### src/rtl/s1_syndrome_calc_pkg.sv
// Shared Reed-Solomon definitions for the decoder slice.
// GF(2^8) field polynomial, syndrome multiplier constants,
// syndrome count and the syndrome-stage FSM state type.
package rs_pkg;

    localparam logic [8:0]  GF_POLY = 9'h11D;
    localparam logic [7:0]  ALPHA1  = 8'h02;
    localparam logic [7:0]  ALPHA2  = 8'h04;
    localparam logic [7:0]  ALPHA3  = 8'h08;
    localparam int unsigned NSYN    = 4;

    // One-hot encoded syndrome-stage states
    typedef enum logic [1:0] {
        IDLE = 2'b01,
        ACC  = 2'b10
    } state_t;

endpackage

### src/rtl/s1_syndrome_calc_if.sv
// Symbol input stream for the syndrome stage.
//   in_valid : in_data carries a symbol this cycle
//   in_sop   : first symbol of a frame (qualified by in_valid)
//   in_data  : received symbol, highest degree first
// master drives the stream, slave (the syndrome stage) consumes it.
interface s1_syndrome_calc_if;

    logic       in_valid;
    logic       in_sop;
    logic [7:0] in_data;

    modport master (output in_valid, output in_sop, output in_data);
    modport slave  (input  in_valid, input  in_sop, input  in_data);

endinterface

### src/rtl/s1_syndrome_calc_gf2m8_multi.sv
// Combinational GF(2^8) multiplier, z = x * y mod GF_POLY.
//   x, y : operands
//   z    : product
// With a constant y the shift/add network collapses to XORs.
module gf2m8_multi
    import rs_pkg::*;
(
    input  logic [7:0] x,
    input  logic [7:0] y,
    output logic [7:0] z
);

    logic [7:0] prod;
    logic [7:0] term;

    always_comb begin
        prod = '0;
        term = x;
        for (int unsigned i = 0; i < 8; i++) begin
            if (y[i]) begin
                prod = prod ^ term;
            end
            term = {term[6:0], 1'b0} ^ (term[7] ? GF_POLY[7:0] : 8'h00);
        end
        z = prod;
    end

endmodule

### src/rtl/s1_syndrome_calc.sv
// First decoder stage: computes S_j = r(alpha^j), j = 0..3, of an
// RS(N, N-4) codeword over GF(2^8) using Horner's rule, one symbol per
// valid cycle.
//   clk, rstn            : clock, asynchronous active-low reset
//   in_if                : symbol stream (in_valid / in_sop / in_data)
//   rs_syn0..rs_syn3     : syndromes of the last completed frame
//   kes_ena              : one-cycle pulse, syndromes newly valid
//   syn_zero             : all syndromes of the last frame are zero
//   frame_err            : one-cycle pulse, frame aborted by early sop
// N must lie in 8..255 and 2^CW must exceed N.
module s1_syndrome_calc
    import rs_pkg::*;
#(
    parameter int unsigned N  = 255,
    parameter int unsigned CW = 8
)(
    input  logic               clk,
    input  logic               rstn,
    s1_syndrome_calc_if.slave  in_if,
    output logic [7:0]         rs_syn0,
    output logic [7:0]         rs_syn1,
    output logic [7:0]         rs_syn2,
    output logic [7:0]         rs_syn3,
    output logic               kes_ena,
    output logic               syn_zero,
    output logic               frame_err
);

    state_t        state_q, state_d;
    logic [CW-1:0] cnt_q;
    logic [7:0]    acc_q [NSYN];
    logic [7:0]    acc_d [NSYN];
    logic [7:0]    mul_o [NSYN];
    logic [7:0]    syn_q [NSYN];

    logic load;      // sop accepted: frame (re)starts
    logic shift;     // in-frame symbol accepted
    logic last;      // accepted symbol completes the frame
    logic restart;   // sop arrived while a frame was open
    logic acc_zero;

    // alpha^0 = 1, so S0 needs no multiplier
    assign mul_o[0] = acc_q[0];

    gf2m8_multi u_mul1 (.x(acc_q[1]), .y(ALPHA1), .z(mul_o[1]));
    gf2m8_multi u_mul2 (.x(acc_q[2]), .y(ALPHA2), .z(mul_o[2]));
    gf2m8_multi u_mul3 (.x(acc_q[3]), .y(ALPHA3), .z(mul_o[3]));

    always_comb begin
        load     = in_if.in_valid & in_if.in_sop;
        shift    = in_if.in_valid & ~in_if.in_sop & (state_q == ACC);
        last     = shift & (cnt_q == CW'(N - 1));
        restart  = load & (state_q == ACC);
        acc_zero = 1'b1;
        for (int unsigned j = 0; j < NSYN; j++) begin
            acc_d[j] = load ? in_if.in_data : (mul_o[j] ^ in_if.in_data);
            if (acc_d[j] != 8'h00) begin
                acc_zero = 1'b0;
            end
        end

        state_d = state_q;
        case (state_q)
            IDLE:    if (load) state_d = ACC;
            ACC:     if (last) state_d = IDLE;
            default: state_d = IDLE;
        endcase
    end

    always_ff @(posedge clk or negedge rstn) begin
        if (!rstn) begin
            state_q <= IDLE;
        end else begin
            state_q <= state_d;
        end
    end

    // Accumulators and output buffer are separate, so a new frame may
    // load on the cycle right after the last symbol.
    always_ff @(posedge clk or negedge rstn) begin
        if (!rstn) begin
            cnt_q     <= '0;
            kes_ena   <= 1'b0;
            syn_zero  <= 1'b0;
            frame_err <= 1'b0;
            for (int unsigned j = 0; j < NSYN; j++) begin
                acc_q[j] <= '0;
                syn_q[j] <= '0;
            end
        end else begin
            kes_ena   <= last;
            frame_err <= restart;
            if (load) begin
                cnt_q <= CW'(1);
            end else if (shift) begin
                cnt_q <= cnt_q + CW'(1);
            end
            for (int unsigned j = 0; j < NSYN; j++) begin
                if (load || shift) begin
                    acc_q[j] <= acc_d[j];
                end
                if (last) begin
                    syn_q[j] <= acc_d[j];
                end
            end
            if (last) begin
                syn_zero <= acc_zero;
            end
        end
    end

    assign rs_syn0 = syn_q[0];
    assign rs_syn1 = syn_q[1];
    assign rs_syn2 = syn_q[2];
    assign rs_syn3 = syn_q[3];

endmodule

### src/flat_wrapper.sv
// flat-port wrapper written by rule: the top's interface ports become plain ports
module s1_syndrome_calc_flat import rs_pkg::*;
#(
    parameter int unsigned N  = 255,
    parameter int unsigned CW = 8
)
  (clk, rstn, rs_syn0, rs_syn1, rs_syn2, rs_syn3, kes_ena, syn_zero, frame_err, in_if_in_valid, in_if_in_sop, in_if_in_data);
  s1_syndrome_calc_if in_if_i ();
  input  logic clk;
  input  logic rstn;
  output logic [7:0] rs_syn0;
  output logic [7:0] rs_syn1;
  output logic [7:0] rs_syn2;
  output logic [7:0] rs_syn3;
  output logic kes_ena;
  output logic syn_zero;
  output logic frame_err;
  input wire logic [$bits(in_if_i.in_valid)-1:0] in_if_in_valid;
  input wire logic [$bits(in_if_i.in_sop)-1:0] in_if_in_sop;
  input wire logic [$bits(in_if_i.in_data)-1:0] in_if_in_data;
  assign in_if_i.in_valid = in_if_in_valid;
  assign in_if_i.in_sop = in_if_in_sop;
  assign in_if_i.in_data = in_if_in_data;
  s1_syndrome_calc #(.N(N), .CW(CW)) u_core (.clk(clk), .rstn(rstn), .in_if(in_if_i), .rs_syn0(rs_syn0), .rs_syn1(rs_syn1), .rs_syn2(rs_syn2), .rs_syn3(rs_syn3), .kes_ena(kes_ena), .syn_zero(syn_zero), .frame_err(frame_err));
endmodule
### config.mk
export PLATFORM = sky130hd
export DESIGN_NAME = s1_syndrome_calc_flat
export DESIGN_NICKNAME = d
export VERILOG_FILES = /design/src/rtl/s1_syndrome_calc_pkg.sv /design/src/rtl/s1_syndrome_calc_if.sv /design/src/rtl/s1_syndrome_calc_gf2m8_multi.sv /design/src/rtl/s1_syndrome_calc.sv /design/src/flat_wrapper.sv
export SDC_FILE = /design/constraint.sdc
export NUM_CORES = 1
export LEC_CHECK = 0
export CELL_PAD_IN_SITES_DETAIL_PLACEMENT = 2
export CELL_PAD_IN_SITES_GLOBAL_PLACEMENT = 2
export CORE_MARGIN = 5
export CORE_UTILIZATION = 40
export CTS_CLUSTER_SIZE = 12
export DETAILED_ROUTE_END_ITERATION = 16
export PLACE_DENSITY = 0.84
export SYNTH_ARGS = -nofsm -noshare
export SYNTH_HDL_FRONTEND = slang
export SYNTH_HIERARCHICAL = 1
export SYNTH_SLANG_ARGS = --single-unit
### constraint.sdc
create_clock -name clk -period 8 [get_ports clk]
set_clock_uncertainty 0.2 [all_clocks]
set_input_delay 2 -clock clk [delete_from_list [all_inputs] [get_ports clk]]
set_output_delay 2 -clock clk [all_outputs]
set_load 0.01 [all_outputs]
==> metrics.json, run 1 <==
{
  "post_layout_utilization_of_the_core": {"value": 44.82, "unit": "%"},
  "route.antenna.remaining_nets": {"value": 0},
  "final_nets": {"value": 1083},
  "gr-usage-all-layers": {"value": 23.44, "unit": "%"},
  "cts_setup_buffers": {"value": 0},
  "drt-pass1-iter-count": {"value": 4},
  "grt_max_degree": {"value": 78},
  "wl": {"value": 27350, "unit": "um"},
  "r2r_end": {"value": "u_core/syn_zero"},
  "worst-endpoint-arrival": {"value": 5570, "unit": "ps"},
  "drc": {"value": 0},
  "antenna_found_initial": {"value": 0},
  "timing.critical_path.from_type": {"value": "primary input"},
  "drv.max_cap_violation_count": {"value": 0},
  "whs_endpoint": {"value": "u_core/cnt_q[7]"},
  "yosys_register_bits": {"value": 77},
  "most-common-layout-cells": {"value": "sky130_fd_sc_hd__nand2_1 (216), sky130_fd_sc_hd__xnor2_1 (168), sky130_fd_sc_hd__nor2_1 (98)"},
  "worstRegToRegCells": {"value": 11},
  "syn-cell-area": {"value": 8134, "unit": "um2"},
  "num_antenna_cells": {"value": 0},
  "die_h": {"value": 152.6, "unit": "um"},
  "drv_slew": {"value": 0},
  "multi_input_comb_area": {"value": 5871, "unit": "um2"},
  "cell_class_contributing_the_biggest_share_of_worst_path_delay": {"value": "simple AND/OR/NAND/NOR gates"},
  "cp_max_fo": {"value": 67},
  "grt_pass1_vias": {"value": 8010},
  "ctsRootBufferMaster": {"value": "sky130_fd_sc_hd__clkbuf_16"},
  "critPathRequiredTime": {"value": 8050, "unit": "ps"},
  "synth-edff-count": {"value": 0},
  "synthCells": {"value": 1058},
  "path_class": {"value": "in2reg"},
  "clk_transition_reported_paths": {"value": 70, "unit": "ps"},
  "dieArea": {"value": 23290, "unit": "um2"},
  "die_w": {"value": 152.6, "unit": "um"},
  "cts_tree": {"value": "yes"},
  "vias": {"value": 7331},
  "yosysWarningCount": {"value": 6},
  "core": {"value": 20100, "unit": "um2"},
  "synth.area.top_cells": {"value": "sky130_fd_sc_hd__dfrtp_1 (23%), sky130_fd_sc_hd__xnor2_1 (18%), sky130_fd_sc_hd__nand2_1 (10%), sky130_fd_sc_hd__xor2_1 (8.1%), sky130_fd_sc_hd__o21ai_0 (4.9%)"},
  "layout-drive-gt1-share": {"value": 5.214, "unit": "%"},
  "synth-async-reset-ratio": {"value": 100.0, "unit": "%"},
  "grt_pass1_wl": {"value": 44690, "unit": "um"},
  "initial_cell_density_of_the_core": {"value": 40.46, "unit": "%"},
  "syn2layout_area_growth": {"value": 10.78, "unit": "%"},
  "floorplan.rows": {"value": 52},
  "dp_hpwl": {"value": 19350, "unit": "um"},
  "syn_area_per_cell": {"value": 7.688, "unit": "um2"},
  "final-seq-area": {"value": 1928, "unit": "um2"},
  "hp-start": {"value": "u_core/cnt_q[7]"},
  "tns": {"value": 0, "unit": "ps"},
  "cts-hold-fix-buffers": {"value": 0},
  "cts-buffers-inserted": {"value": 9},
  "io-pin-count": {"value": 47},
  "detail_route.wl_per_cell": {"value": 20.35, "unit": "um"},
  "hold_violations": {"value": 0},
  "cp_cell_sequence": {"value": "clkdlybuf4s50_1, nand3b_4, or2_1, nor4_4, buf_4, o21ai_1, or4_1, o32ai_1"},
  "critical_path_buf_inv_count": {"value": 2},
  "postCtsResizedCells": {"value": 0},
  "synth_top_cell_by_area": {"value": "sky130_fd_sc_hd__dfrtp_1"},
  "post-route-min-period": {"value": 5522, "unit": "ps"},
  "timing.slew.headroom": {"value": 28.88, "unit": "%"},
  "rrSetupSlack": {"value": 4210, "unit": "ps"},
  "final_common_cell": {"value": "sky130_fd_sc_hd__nand2_1"},
  "synth-seq-area-share": {"value": 23.70, "unit": "%"},
  "worstHoldPathType": {"value": "reg2reg"},
  "port_buffers": {"value": 46},
  "yosysTopAreaCellShare": {"value": 23.38, "unit": "%"},
  "via_per_inst": {"value": 5.455},
  "report.final.setup_viol": {"value": 0},
  "kind_of_capture_point_of_the_worst_setup_path": {"value": "flop"},
  "final_min_period_over_clock_period": {"value": 69.02, "unit": "%"},
  "num-fill-cells": {"value": 2297},
  "worstMarginPinSlew": {"value": 1064, "unit": "ps"},
  "launching_point_of_the_worst_reg2reg_path": {"value": "u_core/acc_q[5]"},
  "critical_path_cell_count": {"value": 8},
  "cts-root-to-sink-buffers": {"value": 2},
  "cts.sinks": {"value": 77},
  "timing.hold.worst_path_depth": {"value": 1},
  "synth_flop_type": {"value": "sky130_fd_sc_hd__dfrtp_1"},
  "crit_path_start": {"value": "in_if_in_valid"},
  "globalRoute.totalOverflow": {"value": 0},
  "run_status": {"value": "finished clean"},
  "gp_congestion": {"value": 0.7809},
  "crit_slowest_cell": {"value": "sky130_fd_sc_hd__clkdlybuf4s50_1"},
  "max_freq": {"value": 0.1811, "unit": "GHz"},
  "grt_setup_unrepaired": {"value": "no"},
  "drt_iter0_markers": {"value": 358},
  "cpPeakStageDelay": {"value": 660, "unit": "ps"},
  "total_number_of_h_tree_levels": {"value": 3},
  "yosysUniqueCellTypes": {"value": 48},
  "clock_insertion_delay_at_the_later_pin_of_the_skew_report": {"value": 340, "unit": "ps"}
}
[worst reg2reg max path, stage by stage (launching register included)]
cell                       delay, ps
sky130_fd_sc_hd__dfrtp_1         850
sky130_fd_sc_hd__xor2_4          330
sky130_fd_sc_hd__xor2_1          170
sky130_fd_sc_hd__nand2_1          80
sky130_fd_sc_hd__xnor2_1         130
sky130_fd_sc_hd__xnor3_1         430
sky130_fd_sc_hd__nor4bb_1        360
sky130_fd_sc_hd__a31oi_1          80
sky130_fd_sc_hd__o32ai_1         230
sky130_fd_sc_hd__nand2_1          90
sky130_fd_sc_hd__or4_1           480
sky130_fd_sc_hd__o32ai_1         270
[kinds of logic after synthesis]
logic type / share of synthesized area (%)
buffers and inverters: 5.722
multiplexers: 2.307
XOR/XNOR: 32.44
adder cells (fa/ha/maj): 0.3076
AND/OR/NAND/NOR: 20.24
AO/OA/AOI/OAI: 15.18
flip-flops: 23.70
other: 0.09233
[synth_stat cells (all sizes together), types with 4 or more instances]
master,instances
nand2,217
xnor2,168
nor2,98
xor2,96
o21ai,80
dfrtp,76
a21oi,61
clkbuf,52
buf,37
a22oi,30
nor4bb,17
inv,15
a31oi,14
nand3,13
mux2i,12
o32ai,12
mux2,6
nor2b,6
nand4,5
nor3,5
nand2b,4
nand3b,4
[per-layer routing]
| layer | track usage [%] | routed length [um] | vias to the layer above |
|---|---|---|---|
| met3 | 3.011 | 618 | 31 |
| met1 | 29.25 | 11990 | 3753 |
| met5 | 0 | 0 | - |
| met2 | 43.06 | 14280 | 82 |
| met4 | 5.303 | 462 | 0 |
| li1 | - | - | 3465 |
[sequential cells by signal (all words and copies together), names as in the netlist]
| name | count |
|---|---|
| u_core/state_q | 2 |
| u_core/rs_syn1 | 8 |
| u_core/rs_syn0 | 8 |
| u_core/kes_ena | 1 |
| u_core/cnt_q | 8 |
| u_core/rs_syn3 | 8 |
| u_core/acc_q | 32 |
| u_core/rs_syn2 | 8 |
| u_core/syn_zero | 1 |
| u_core/frame_err | 1 |
[final cells by class]
class	instances	share of cell area, %
multi-input cells	911	65.15
clock inverters	6	0.7081
well taps	270	3.749
repair buffers	55	5.832
inverters	15	0.6248
clock buffers	10	2.541
flip-flops and latches	77	21.40
[how the worst max path moves through the flow]
stage               slack, ps         endpoint
floorplan                4020  u_core/syn_zero
finish                   2480  u_core/syn_zero
global route             2270  u_core/syn_zero
global placement         2230  u_core/syn_zero
detailed placement       2150  u_core/syn_zero
CTS                      2470  u_core/syn_zero
[per-stage QoR]
step	hold slack (ps)	setup slack [ps]	instances	instance area [um2]
after floorplan	255.0	4020	1092	8262
after global routing	339.9	2270	1344	9011
after global placement	276.5	2229	1328	8718
final	319.4	2478	1344	9011
after detailed placement	311.3	2153	1328	8718
after CTS	322.3	2474	1344	9011
Power of run 1 is not shown: default switching activity piles up to over one toggle a cycle in this logic, so the estimate is an artifact.
==> run 2, diff against run 1 <==
--- a/config.mk
+++ b/config.mk
@@ -8,10 +8,10 @@
 export CELL_PAD_IN_SITES_DETAIL_PLACEMENT = 2
 export CELL_PAD_IN_SITES_GLOBAL_PLACEMENT = 2
 export CORE_MARGIN = 5
-export CORE_UTILIZATION = 40
+export CORE_UTILIZATION = 37
 export CTS_CLUSTER_SIZE = 12
 export DETAILED_ROUTE_END_ITERATION = 16
-export PLACE_DENSITY = 0.84
+export PLACE_DENSITY = 0.79
 export SYNTH_ARGS = -nofsm -noshare
 export SYNTH_HDL_FRONTEND = slang
 export SYNTH_HIERARCHICAL = 1
==> constraint.sdc (replaced) <==
create_clock -name clk -period 5.6 [get_ports clk]
set_clock_uncertainty 0.2 [all_clocks]
set_input_delay 1.4 -clock clk [delete_from_list [all_inputs] [get_ports clk]]
set_output_delay 1.4 -clock clk [all_outputs]
set_load 0.01 [all_outputs]
==> metrics.json, run 2 (synthesized netlist as in run 1, its figures left out) <==
{
  "cts.sinks": {"value": 77, "change": "unchanged"},
  "globalRoute.totalOverflow": {"value": 0, "change": "unchanged"},
  "syn2layout_area_growth": {"value": 11.88, "unit": "%", "change": "was 10.78%"},
  "critical_path_buf_inv_count": {"value": 1, "change": "was 2"},
  "dp_hpwl": {"value": 19860, "unit": "um", "change": "was 19350 um"},
  "gr-usage-all-layers": {"value": 22.00, "unit": "%", "change": "was 23.44%"},
  "clk_transition_reported_paths": {"value": 70, "unit": "ps", "change": "about the same"},
  "num-fill-cells": {"value": 2560, "change": "was 2297"},
  "final_min_period_over_clock_period": {"value": 75.09, "unit": "%"},
  "detail_route.wl_per_cell": {"value": 20.04, "unit": "um", "change": "was 20.35 um"},
  "hp-start": {"value": "u_core/cnt_q[7]", "change": "unchanged"},
  "cts-hold-fix-buffers": {"value": 0, "change": "unchanged"},
  "multi_input_comb_area": {"value": 5871, "unit": "um2", "change": "unchanged"},
  "core": {"value": 21760, "unit": "um2", "change": "was 20100 um2"},
  "tns": {"value": 0, "unit": "ps", "change": "unchanged"},
  "run_status": {"value": "finished clean", "change": "unchanged"},
  "gp_congestion": {"value": 0.8114, "change": "was 0.7809"},
  "cell_class_contributing_the_biggest_share_of_worst_path_delay": {"value": "simple AND/OR/NAND/NOR gates", "change": "unchanged"},
  "launching_point_of_the_worst_reg2reg_path": {"value": "u_core/acc_q[14]", "change": "was u_core/acc_q[5]"},
  "initial_cell_density_of_the_core": {"value": 37.39, "unit": "%", "change": "was 40.46%"},
  "post_layout_utilization_of_the_core": {"value": 41.83, "unit": "%", "change": "was 44.82%"},
  "worstHoldPathType": {"value": "reg2reg", "change": "unchanged"},
  "clock_insertion_delay_at_the_later_pin_of_the_skew_report": {"value": 350, "unit": "ps", "change": "was 340 ps"},
  "final_nets": {"value": 1089, "change": "was 1083"},
  "timing.critical_path.from_type": {"value": "primary input", "change": "unchanged"},
  "ctsRootBufferMaster": {"value": "sky130_fd_sc_hd__clkbuf_16", "change": "unchanged"},
  "kind_of_capture_point_of_the_worst_setup_path": {"value": "flop", "change": "unchanged"},
  "drc": {"value": 0, "change": "unchanged"},
  "cp_max_fo": {"value": 29, "change": "was 67"},
  "wl": {"value": 27260, "unit": "um", "change": "was 27350 um"},
  "drt_iter0_markers": {"value": 324, "change": "was 358"},
  "drv_slew": {"value": 0, "change": "unchanged"},
  "critPathRequiredTime": {"value": 5650, "unit": "ps", "change": "was 8050 ps"},
  "report.final.setup_viol": {"value": 0, "change": "unchanged"},
  "cts-buffers-inserted": {"value": 9, "change": "unchanged"},
  "crit_slowest_cell": {"value": "sky130_fd_sc_hd__and2_1", "change": "was sky130_fd_sc_hd__clkdlybuf4s50_1"},
  "die_h": {"value": 158.3, "unit": "um", "change": "was 152.6 um"},
  "worstMarginPinSlew": {"value": 1086, "unit": "ps", "change": "was 1064 ps"},
  "route.antenna.remaining_nets": {"value": 0, "change": "unchanged"},
  "grt_pass1_vias": {"value": 7946, "change": "was 8010"},
  "final_common_cell": {"value": "sky130_fd_sc_hd__nand2_1", "change": "unchanged"},
  "post_layout_nonfiller_instances": {"value": 1360, "change": "was 1344"},
  "drt-pass1-iter-count": {"value": 4, "change": "unchanged"},
  "worst-endpoint-arrival": {"value": 4260, "unit": "ps", "change": "was 5570 ps"},
  "cts_setup_buffers": {"value": 0, "change": "unchanged"},
  "via_per_inst": {"value": 5.374, "change": "was 5.455"},
  "registers.top_by_ff_count": {"value": "u_core/acc_q", "change": "unchanged"},
  "timing.slew.headroom": {"value": 27.58, "unit": "%", "change": "was 28.88%"},
  "floorplan.rows": {"value": 54, "change": "was 52"},
  "vias": {"value": 7308, "change": "was 7331"},
  "layout-drive-gt1-share": {"value": 5.833, "unit": "%", "change": "was 5.214%"},
  "max_freq": {"value": 0.2378, "unit": "GHz"},
  "hold_violations": {"value": 0, "change": "unchanged"},
  "cpPeakStageDelay": {"value": 910, "unit": "ps", "change": "was 660 ps"},
  "post-route-min-period": {"value": 4205, "unit": "ps"},
  "path_class": {"value": "in2reg", "change": "unchanged"},
  "postCtsResizedCells": {"value": 0, "change": "unchanged"},
  "dieArea": {"value": 25050, "unit": "um2", "change": "was 23290 um2"},
  "die_w": {"value": 158.3, "unit": "um", "change": "was 152.6 um"},
  "final-seq-area": {"value": 1928, "unit": "um2", "change": "unchanged"},
  "worst_path_most_repeated_cell": {"value": "sky130_fd_sc_hd__o32ai_1"},
  "crit_path_start": {"value": "in_if_in_sop", "change": "was in_if_in_valid"},
  "grt_setup_unrepaired": {"value": "no", "change": "unchanged"},
  "cts-root-to-sink-buffers": {"value": 2, "change": "unchanged"},
  "cp_cell_sequence": {"value": "clkdlybuf4s50_1, and2_1, nor2_1, o32ai_1, nand4_1, or4_1, o32ai_1", "change": "was clkdlybuf4s50_1, nand3b_4, or2_1, nor4_4, buf_4, o21ai_1, or4_1, o32ai_1"},
  "antenna_found_initial": {"value": 0, "change": "unchanged"},
  "grt_max_degree": {"value": 67, "change": "was 78"},
  "num_antenna_cells": {"value": 0, "change": "unchanged"},
  "io-pin-count": {"value": 47, "change": "unchanged"},
  "drv.max_cap_violation_count": {"value": 0, "change": "unchanged"},
  "port_buffers": {"value": 46, "change": "unchanged"},
  "most-common-layout-cells": {"value": "sky130_fd_sc_hd__nand2_1 (216), sky130_fd_sc_hd__xnor2_1 (168), sky130_fd_sc_hd__nor2_1 (98)", "change": "unchanged"},
  "largest_register_ffs": {"value": 32, "change": "unchanged"},
  "numPlacedInstances": {"value": 1344, "change": "was 1328"},
  "grt_pass1_wl": {"value": 44040, "unit": "um", "change": "was 44690 um"},
  "cts_tree": {"value": "yes", "change": "unchanged"},
  "total_number_of_h_tree_levels": {"value": 3, "change": "unchanged"}
}
run 2: changes by cell type in the layout (fill, tap and decap cells not counted), sizes merged:
| cell | before | now |
|---|---|---|
| buf | 10 | 16 |
| bufinv | 1 | 2 |
| clkbuf | 10 | 9 |
| clkinv | 2 | 0 |
| clkinvlp | 2 | 4 |
run 2: worst paths after layout:
| check | to | slack (ps) | cells past startpoint |
|---|---|---|---|
| worst min-delay path | u_core/cnt_q[7] | 290 | 1 |
| worst min register to register | u_core/cnt_q[7] | 290 | 1 |
| worst max-delay path | u_core/syn_zero | 1390 | 7 |
| worst max register to register | u_core/syn_zero | 1880 | 11 |
| min in group asynchronous | u_core/syn_zero | 850 | 1 |
| max in group asynchronous | u_core/state_q[0] | 3390 | 2 |
run 2: stage by stage:
stage / instance area (um2) / setup WS (ps) / hold slack [ps]
finish: 9100 / 1395 / 287.7
global route: 9100 / 1170 / 327.7
CTS: 9100 / 1418 / 290.4
detailed placement: 8776 / 1025 / 283.2
global placement: 8776 / 1153 / 276.6
floorplan: 8262 / 2220 / 255.0
run 2: cell type report:
cell class | instances | area share, %
Clock inverter | 7 | 1.086
Clock buffer | 9 | 2.475
Inverter | 15 | 0.6187
Tap cell | 280 | 3.850
Sequential cell | 77 | 21.19
Timing Repair Buffer | 61 | 6.270
Multi-Input combinational cell | 911 | 64.51
run 2: worst reg2reg max path, stage by stage, from the launching register on:
cell and delay, ps:
sky130_fd_sc_hd__dfrtp_1 770, sky130_fd_sc_hd__xnor2_1 210, sky130_fd_sc_hd__nor2b_1 190, sky130_fd_sc_hd__xor2_1 100
sky130_fd_sc_hd__xor2_1 210, sky130_fd_sc_hd__xnor2_1 100, sky130_fd_sc_hd__xnor2_1 620, sky130_fd_sc_hd__a31oi_1 220
sky130_fd_sc_hd__o32ai_1 180, sky130_fd_sc_hd__nand4_1 140, sky130_fd_sc_hd__or4_1 420, sky130_fd_sc_hd__o32ai_1 270
run 2: layer usage:
metal	GRT usage [%]	wire length (um)	share of wire (%)	up-vias
li1	-	-	-	3479
met1	28.25	12040	44	3730
met2	40.38	14400	53	76
met3	2.609	563	2.1	23
met4	3.493	262	0.96	0
met5	0	0	0	-
Power of run 2 is left out for the same reason.
